--- config.mk ---
export PLATFORM = sky130hd
export DESIGN_NAME = dm_arbiter_flat
export DESIGN_NICKNAME = d
export VERILOG_FILES = /design/src/rtl/dm_arbiter_if.sv /design/src/rtl/dm_arbiter.sv /design/src/flat_wrapper.sv
export SDC_FILE = /design/constraint.sdc
export NUM_CORES = 1
export LEC_CHECK = 0
export ABC_AREA = 1
export ABC_CLOCK_PERIOD_IN_PS = 1900
export CAP_MARGIN = 15
export CORE_ASPECT_RATIO = 1.75
export CORE_MARGIN = 2
export CORE_UTILIZATION = 41
export DETAILED_ROUTE_END_ITERATION = 12
export GPL_ROUTABILITY_DRIVEN = 0
export PLACE_DENSITY_LB_ADDON = 0.3
export SYNTH_ARGS = -nofsm -noshare
export SYNTH_HDL_FRONTEND = slang
export SYNTH_SLANG_ARGS = --single-unit
--- constraint.sdc ---
create_clock -name clk -period 1.9 [get_ports clk]
set_input_delay 0.38 -clock clk [delete_from_list [all_inputs] [get_ports clk]]
set_output_delay 0.38 -clock clk [all_outputs]
set_load 0.05 [all_outputs]
--- src/rtl/dm_arbiter_if.sv ---
// Bundle of requester-side and DM-side signals around the data-memory arbiter.
interface dm_arbiter_if #(
  parameter int unsigned NUM_REQ = 4,
  parameter int unsigned ADDR_W  = 16,
  parameter int unsigned DATA_W  = 16
);
  logic [NUM_REQ-1:0]        req;
  logic [NUM_REQ-1:0]        req_we;
  logic [NUM_REQ*ADDR_W-1:0] req_addr;
  logic [NUM_REQ*DATA_W-1:0] req_wdata;
  logic [NUM_REQ-1:0]        gnt;
  logic [NUM_REQ-1:0]        done;
  logic [DATA_W-1:0]         rdata;
  logic                      busy;
  logic [ADDR_W-1:0]         mem_addr;
  logic [DATA_W-1:0]         mem_wdata;
  logic                      mem_we;
  logic [DATA_W-1:0]         mem_rdata;

  // Arbiter view.
  modport slave (
    input  req, req_we, req_addr, req_wdata, mem_rdata,
    output gnt, done, rdata, busy, mem_addr, mem_wdata, mem_we
  );

  // Requesters plus DM view.
  modport master (
    output req, req_we, req_addr, req_wdata, mem_rdata,
    input  gnt, done, rdata, busy, mem_addr, mem_wdata, mem_we
  );
endinterface

--- src/rtl/dm_arbiter.sv ---
// Round-robin arbiter sharing one single-port data memory between NUM_REQ
// requesters; one load or store in flight at a time.
module dm_arbiter #(
  parameter int unsigned NUM_REQ = 4,
  parameter int unsigned ADDR_W  = 16,
  parameter int unsigned DATA_W  = 16,
  parameter int unsigned RD_LAT  = 1
) (
  input logic             clk,
  input logic             rst,
  dm_arbiter_if.slave     bus
);
  localparam int unsigned IDX_W = (NUM_REQ > 1) ? $clog2(NUM_REQ) : 1;
  localparam int unsigned CNT_W = 2;

  typedef enum logic [1:0] {IDLE, ISSUE, WAIT, RESP} state_t;

  state_t             state;
  logic [IDX_W-1:0]   last;
  logic [IDX_W-1:0]   win_q;
  logic               we_q;
  logic [CNT_W-1:0]   cnt;
  logic [NUM_REQ-1:0] gnt_q;
  logic [NUM_REQ-1:0] done_q;
  logic [DATA_W-1:0]  rdata_q;
  logic [ADDR_W-1:0]  addr_q;
  logic [DATA_W-1:0]  wdata_q;
  logic               mem_we_q;
  logic               busy_q;

  logic [IDX_W-1:0]   win;
  logic [IDX_W-1:0]   cand;
  logic               found;

  // Round-robin pick: first set request starting just after the last winner.
  always_comb begin
    win   = last;
    cand  = last;
    found = 1'b0;
    for (int unsigned k = 1; k <= NUM_REQ; k++) begin
      cand = IDX_W'((32'(last) + k) % NUM_REQ);
      if (!found && bus.req[cand]) begin
        found = 1'b1;
        win   = cand;
      end
    end
  end

  // Transaction FSM with all outputs registered.
  always_ff @(posedge clk) begin
    if (rst) begin
      state    <= IDLE;
      last     <= IDX_W'(NUM_REQ - 1);
      win_q    <= '0;
      we_q     <= 1'b0;
      cnt      <= '0;
      gnt_q    <= '0;
      done_q   <= '0;
      rdata_q  <= '0;
      addr_q   <= '0;
      wdata_q  <= '0;
      mem_we_q <= 1'b0;
      busy_q   <= 1'b0;
    end else begin
      gnt_q    <= '0;
      done_q   <= '0;
      mem_we_q <= 1'b0;
      case (state)
        IDLE: begin
          if (|bus.req) begin
            win_q    <= win;
            we_q     <= bus.req_we[win];
            addr_q   <= bus.req_addr[win*ADDR_W +: ADDR_W];
            wdata_q  <= bus.req_wdata[win*DATA_W +: DATA_W];
            last     <= win;
            gnt_q    <= NUM_REQ'(1) << win;
            mem_we_q <= bus.req_we[win];
            busy_q   <= 1'b1;
            state    <= ISSUE;
          end
        end
        ISSUE: begin
          if (we_q) begin
            done_q <= NUM_REQ'(1) << win_q;
            state  <= RESP;
          end else begin
            cnt   <= CNT_W'(RD_LAT - 1);
            state <= WAIT;
          end
        end
        WAIT: begin
          if (cnt == '0) begin
            rdata_q <= bus.mem_rdata;
            done_q  <= NUM_REQ'(1) << win_q;
            state   <= RESP;
          end else begin
            cnt <= cnt - CNT_W'(1);
          end
        end
        RESP: begin
          busy_q <= 1'b0;
          state  <= IDLE;
        end
        default: state <= IDLE;
      endcase
    end
  end

  assign bus.gnt       = gnt_q;
  assign bus.done      = done_q;
  assign bus.rdata     = rdata_q;
  assign bus.busy      = busy_q;
  assign bus.mem_addr  = addr_q;
  assign bus.mem_wdata = wdata_q;
  // Write strobe is registered, but a reset arriving in the ISSUE cycle must
  // still kill the store in that same cycle, so it is gated by rst directly.
  assign bus.mem_we    = mem_we_q & ~rst;
endmodule
--- src/flat_wrapper.sv ---
// flat-port wrapper written by rule: the top's interface ports become plain ports
module dm_arbiter_flat 
#(
  parameter int unsigned NUM_REQ = 4,
  parameter int unsigned ADDR_W  = 16,
  parameter int unsigned DATA_W  = 16,
  parameter int unsigned RD_LAT  = 1
)
  (clk, rst, bus_req, bus_req_we, bus_req_addr, bus_req_wdata, bus_mem_rdata, bus_gnt, bus_done, bus_rdata, bus_busy, bus_mem_addr, bus_mem_wdata, bus_mem_we);
  dm_arbiter_if #(.NUM_REQ(NUM_REQ), .ADDR_W(ADDR_W), .DATA_W(DATA_W)) bus_i ();
  input logic clk;
  input logic rst;
  input wire logic [$bits(bus_i.req)-1:0] bus_req;
  input wire logic [$bits(bus_i.req_we)-1:0] bus_req_we;
  input wire logic [$bits(bus_i.req_addr)-1:0] bus_req_addr;
  input wire logic [$bits(bus_i.req_wdata)-1:0] bus_req_wdata;
  input wire logic [$bits(bus_i.mem_rdata)-1:0] bus_mem_rdata;
  output wire logic [$bits(bus_i.gnt)-1:0] bus_gnt;
  output wire logic [$bits(bus_i.done)-1:0] bus_done;
  output wire logic [$bits(bus_i.rdata)-1:0] bus_rdata;
  output wire logic [$bits(bus_i.busy)-1:0] bus_busy;
  output wire logic [$bits(bus_i.mem_addr)-1:0] bus_mem_addr;
  output wire logic [$bits(bus_i.mem_wdata)-1:0] bus_mem_wdata;
  output wire logic [$bits(bus_i.mem_we)-1:0] bus_mem_we;
  assign bus_i.req = bus_req;
  assign bus_i.req_we = bus_req_we;
  assign bus_i.req_addr = bus_req_addr;
  assign bus_i.req_wdata = bus_req_wdata;
  assign bus_i.mem_rdata = bus_mem_rdata;
  assign bus_gnt = bus_i.gnt;
  assign bus_done = bus_i.done;
  assign bus_rdata = bus_i.rdata;
  assign bus_busy = bus_i.busy;
  assign bus_mem_addr = bus_i.mem_addr;
  assign bus_mem_wdata = bus_i.mem_wdata;
  assign bus_mem_we = bus_i.mem_we;
  dm_arbiter #(.NUM_REQ(NUM_REQ), .ADDR_W(ADDR_W), .DATA_W(DATA_W), .RD_LAT(RD_LAT)) u_core (.clk(clk), .rst(rst), .bus(bus_i));
endmodule
==> summary.log <==
qor: clock_tree.cts-root-buf clkbuf_16
qor: status.failed_checks setup timing
qor: place.placedCellCount 1,010
qor: routing.topRoutingLayerUsed met4
qor: logic_synthesis.yosysMostFrequentCell nand2_1
qor: logic_synthesis.postSynthRegisterBits 67
qor: sta.post-route-period-util 100%
qor: final_layout.drive_gt1_share 15.3%
qor: floorplanning.fp.dieArea 11,000 um^2
qor: pwr.fin_total_pwr 16.0 mW
qor: routing.post-route-drc-count 0
qor: floorplanning.die_y 137 um
qor: floorplanning.top_level_pins 212
qor: sta.tightestPinTransition 533 ps
qor: clock_tree.clockBufferDepth 2
qor: sta.finClkSkew 7.22 ps
qor: logic_synthesis.synth.distinct_cells 29
qor: pwr.p_sw_share 50.5%
qor: sta.timing_limited_maximum_frequency 524 MHz
qor: place.portBuffers 211
qor: routing.detail_route.wl_per_cell 14.9 um
qor: floorplanning.row_count 48
qor: status.status finished with violations
qor: routing.vias_per_cell 5.10
qor: logic_synthesis.synth_commonest_cells 192 x nand2_1, 146 x nand3_1, 85 x nor2_1
qor: setup_path.arrival 2130 ps
qor: logic_synthesis.post_synth_main_area_contributors dfxtp_1 32%, nand3_1 18%, nand2_1 17%
qor: pwr.p_leak 3.84 nW
qor: final_layout.areaGrowthSynthToFinish 79.7%
qor: global_route.grt_first_pass_wirelength 20.4 mm
qor: global_route.overflow 0
qor: final_layout.num-fill-cells 744
qor: floorplanning.start_util 42.1%
qor: routing.num_vias 5,357
qor: sta.slew_violations 0
qor: logic_synthesis.post_synth_inst_count 683
qor: global_route.grt_max_degree 46
qor: global_route.groute.usage.overall 23.2%
qor: sta.number_of_endpoints_with_negative_hold_slack_in_the_final_report 0
qor: logic_synthesis.asyncSetResetFlopFracSynth 0%
qor: routing.initial_drt_markers 304
qor: routing.postRouteWirelength 15.7 mm
qor: clock_tree.hold_buffers 0
qor: place.dpl_worst_slack -387 ps
qor: sta.finalSetupViolations 1
qor: logic_synthesis.seq_area_frac_synth 32.1%
qor: sta.setup_repair_after_global_routing_missed_its_margin yes
qor: setup_path.reg2reg_depth 15
qor: pwr.p_sw 8.10 mW
qor: logic_synthesis.syn-num-nets 843
qor: setup_path.worstSetupEndpointType register
qor: logic_synthesis.synth_enable_flop_cells 0
qor: setup_path.critical_path_class reg2reg
qor: pwr.clkPwrFrac 10.6%
qor: pwr.ir_drop 1.71 mV
qor: clock_tree.cts_tree done
qor: global_route.antenna_violations_before_repair 0
qor: hold_path.hold-path-cell-count 2
qor: final_layout.nNetsFinal 1,081
qor: global_route.grt_pass1_vias 4,728
qor: routing.detail-route-antenna-nets 0
qor: hold_path.hold_class reg2reg
qor: pwr.sequentialPowerShare 13.5%
qor: sta.final.setup.worst_slack -8.84 ps
qor: logic_synthesis.synth_area_per_cell 6.11 um^2
qor: setup_path.critPathMaxFanout 8
qor: routing.met2_length 8.68 mm
qor: pwr.share_comb_of_total_power 75.8%
qor: routing.met3RoutedLength 1.14 mm
qor: final_layout.final_cell_count_no_fill 1,051
qor: final_layout.diodes 0
qor: setup_path.start_kind register
qor: floorplanning.die_width 80.3 um
qor: clock_tree.clock-sinks 67
qor: logic_synthesis.yosysTopAreaCell dfxtp_1
qor: final_layout.seqCellArea 1340 um^2
qor: clock_tree.clk-insertion-delay-late 330 ps
qor: logic_synthesis.yosysTopAreaCellShare 32.1%
qor: logic_synthesis.mappedNetlistArea 4170 um^2
qor: final_layout.postLayoutCoreUtil 75.7%
qor: logic_synthesis.dominantRegCellSynth dfxtp_1
qor: final_layout.area_of_the_multi_input_gates 2480 um^2
qor: pwr.pwr_density_cell 2140 nW/um^2
qor: sta.final.min_clock_period 1910 ps
qor: pwr.internal-power 7.93 mW
qor: clock_tree.cts-htree-levels 3
qor: setup_path.critPathRequiredTime 2120 ps
qor: routing.drt_pass1_iterations 7
qor: clock_tree.cts_inserted_buffers 9
qor: logic_synthesis.ys_warn_count 0
qor: floorplanning.core_region_area 9910 um^2
qor: sta.relSlewSlack 64.3%
qor: clock_tree.path_clk_slew 60 ps
qor: run.timing.max_cap.violations 0
qor: place.hpwlAfterDp 10.4 mm
qor: routing.route.layer.met1.wl 5.32 mm
[logic make-up (layout without fill, tap and decap cells)]
kind of cell             Yosys count  after routing  share of synthesized area, %
AND/OR/NAND/NOR                  449            450                          48.1
buffers and inverters            127            369                          13.8
flip-flops                        67             67                          32.1
AO/OA/AOI/OAI                     34             34                          4.17
adder cells (fa/ha/maj)            6              6                          1.80
[worst paths after layout]
check	startpoint	endpoint	slack, ps
setup / recovery	u_core.last[0]	u_core.bus.mem_wdata[5]	-9
hold / removal	u_core.bus.mem_wdata[3]	u_core.bus.mem_wdata[3]	470
setup reg to reg	u_core.last[0]	u_core.bus.mem_wdata[5]	-9
hold reg to reg	u_core.bus.mem_wdata[3]	u_core.bus.mem_wdata[3]	470
[cell usage in the layout, fill, tap and decap left out]
master           instances
inv_2                    1
nand3_1                132
nand2_4                 13
clkdlybuf4s50_1        188
clkbuf_16               16
nand3_2                 17
nor2_2                   1
inv_8                    3
nand3_4                  1
a211oi_1                 1
inv_1                   82
a21oi_1                 10
nand4_1                  2
dlygate4sd2_1            1
o21ai_0                 22
buf_12                  13
clkinv_4                 5
buf_8                    2
nand2_2                 12
inv_6                    1
bufinv_16                1
nand2_1                175
dlymetal6s2s_1          12
o22ai_2                  1
dfxtp_2                  2
buf_2                    1
or2_2                    1
nor4_1                   5
clkinv_8                 1
nor2_4                   3
buf_4                   36
nand2_8                  5
buf_6                    6
nor2_1                  83
ha_1                     6
dfxtp_1                 65
[what timing repair did]
| action | 4_1_cts | 5_1_grt |
|---|---|---|
| endpoints found under the hold margin | 0 | 0 |
| gates resized for setup | 2 | 72 |
| gates cloned | 0 | 13 |
| endpoints found under the setup margin | 4 | 50 |
| buffers inserted | 0 | 12 |
| pin swaps | 0 | 22 |
[state kept, by name, summed over array words and instances (netlist names)]
register / count
u_core.bus.gnt: 4
u_core.bus.busy: 1
u_core.we_q: 1
u_core.bus.done: 4
u_core.bus.rdata: 16
u_core.mem_we_q: 1
u_core.cnt: 2
u_core.last: 2
u_core.state: 2
u_core.win_q: 2
u_core.bus.mem_addr: 16
u_core.bus.mem_wdata: 16
[through the flow]
step	instance area [um^2]	TNS, ps	hold slack (ps)
floorplan	4170	0	424
global placement	6560	-9850	440
detailed placement	6560	-13350	460
CTS	6880	0	481
global route	7500	-2500	500
finish	7500	-8.84	470
[critical path, cell delays in order (launching register included)]
cell and delay, ps:
dfxtp_2 350, buf_6 150, clkinv_8 100, nand2_4 80, nand2_4 60, nand2_2 70, nand2_2 70, nand2_4 130
nand2_8 110, nand2_8 140, clkbuf_16 160, nand3_1 60, nand3_1 100, nand3_1 100, nand2_1 70, inv_1 40
[metal layers]
layer | vias to the layer above | GRT usage, %
met4 | 0 | 8.76
li1 | 2628 | -
met2 | 269 | 45.4
met5 | - | 0
met3 | 44 | 7.14
met1 | 2416 | 21.7
[cell type report]
type | instances | area share [%]
Inverter | 87 | 4.79
Timing Repair Buffer | 266 | 38.0
Tap cell | 125 | 2.08
Clock inverter | 7 | 1.13
Multi-Input combinational cell | 490 | 33.1
Sequential cell | 67 | 17.9
Clock buffer | 9 | 3.00
[power groups by stage]
stage	clock, mW	combinational [mW]	sequential (mW)
4_1_cts	1.74	9.93	2.15
2_1_floorplan	0	5.64	3.42
3_3_place_gp	0	9.63	2.15
3_5_place_dp	0	9.89	2.17
6_report	1.70	12.1	2.17
5_1_grt	1.79	13.0	2.21
(Power assumes the default switching activity.)
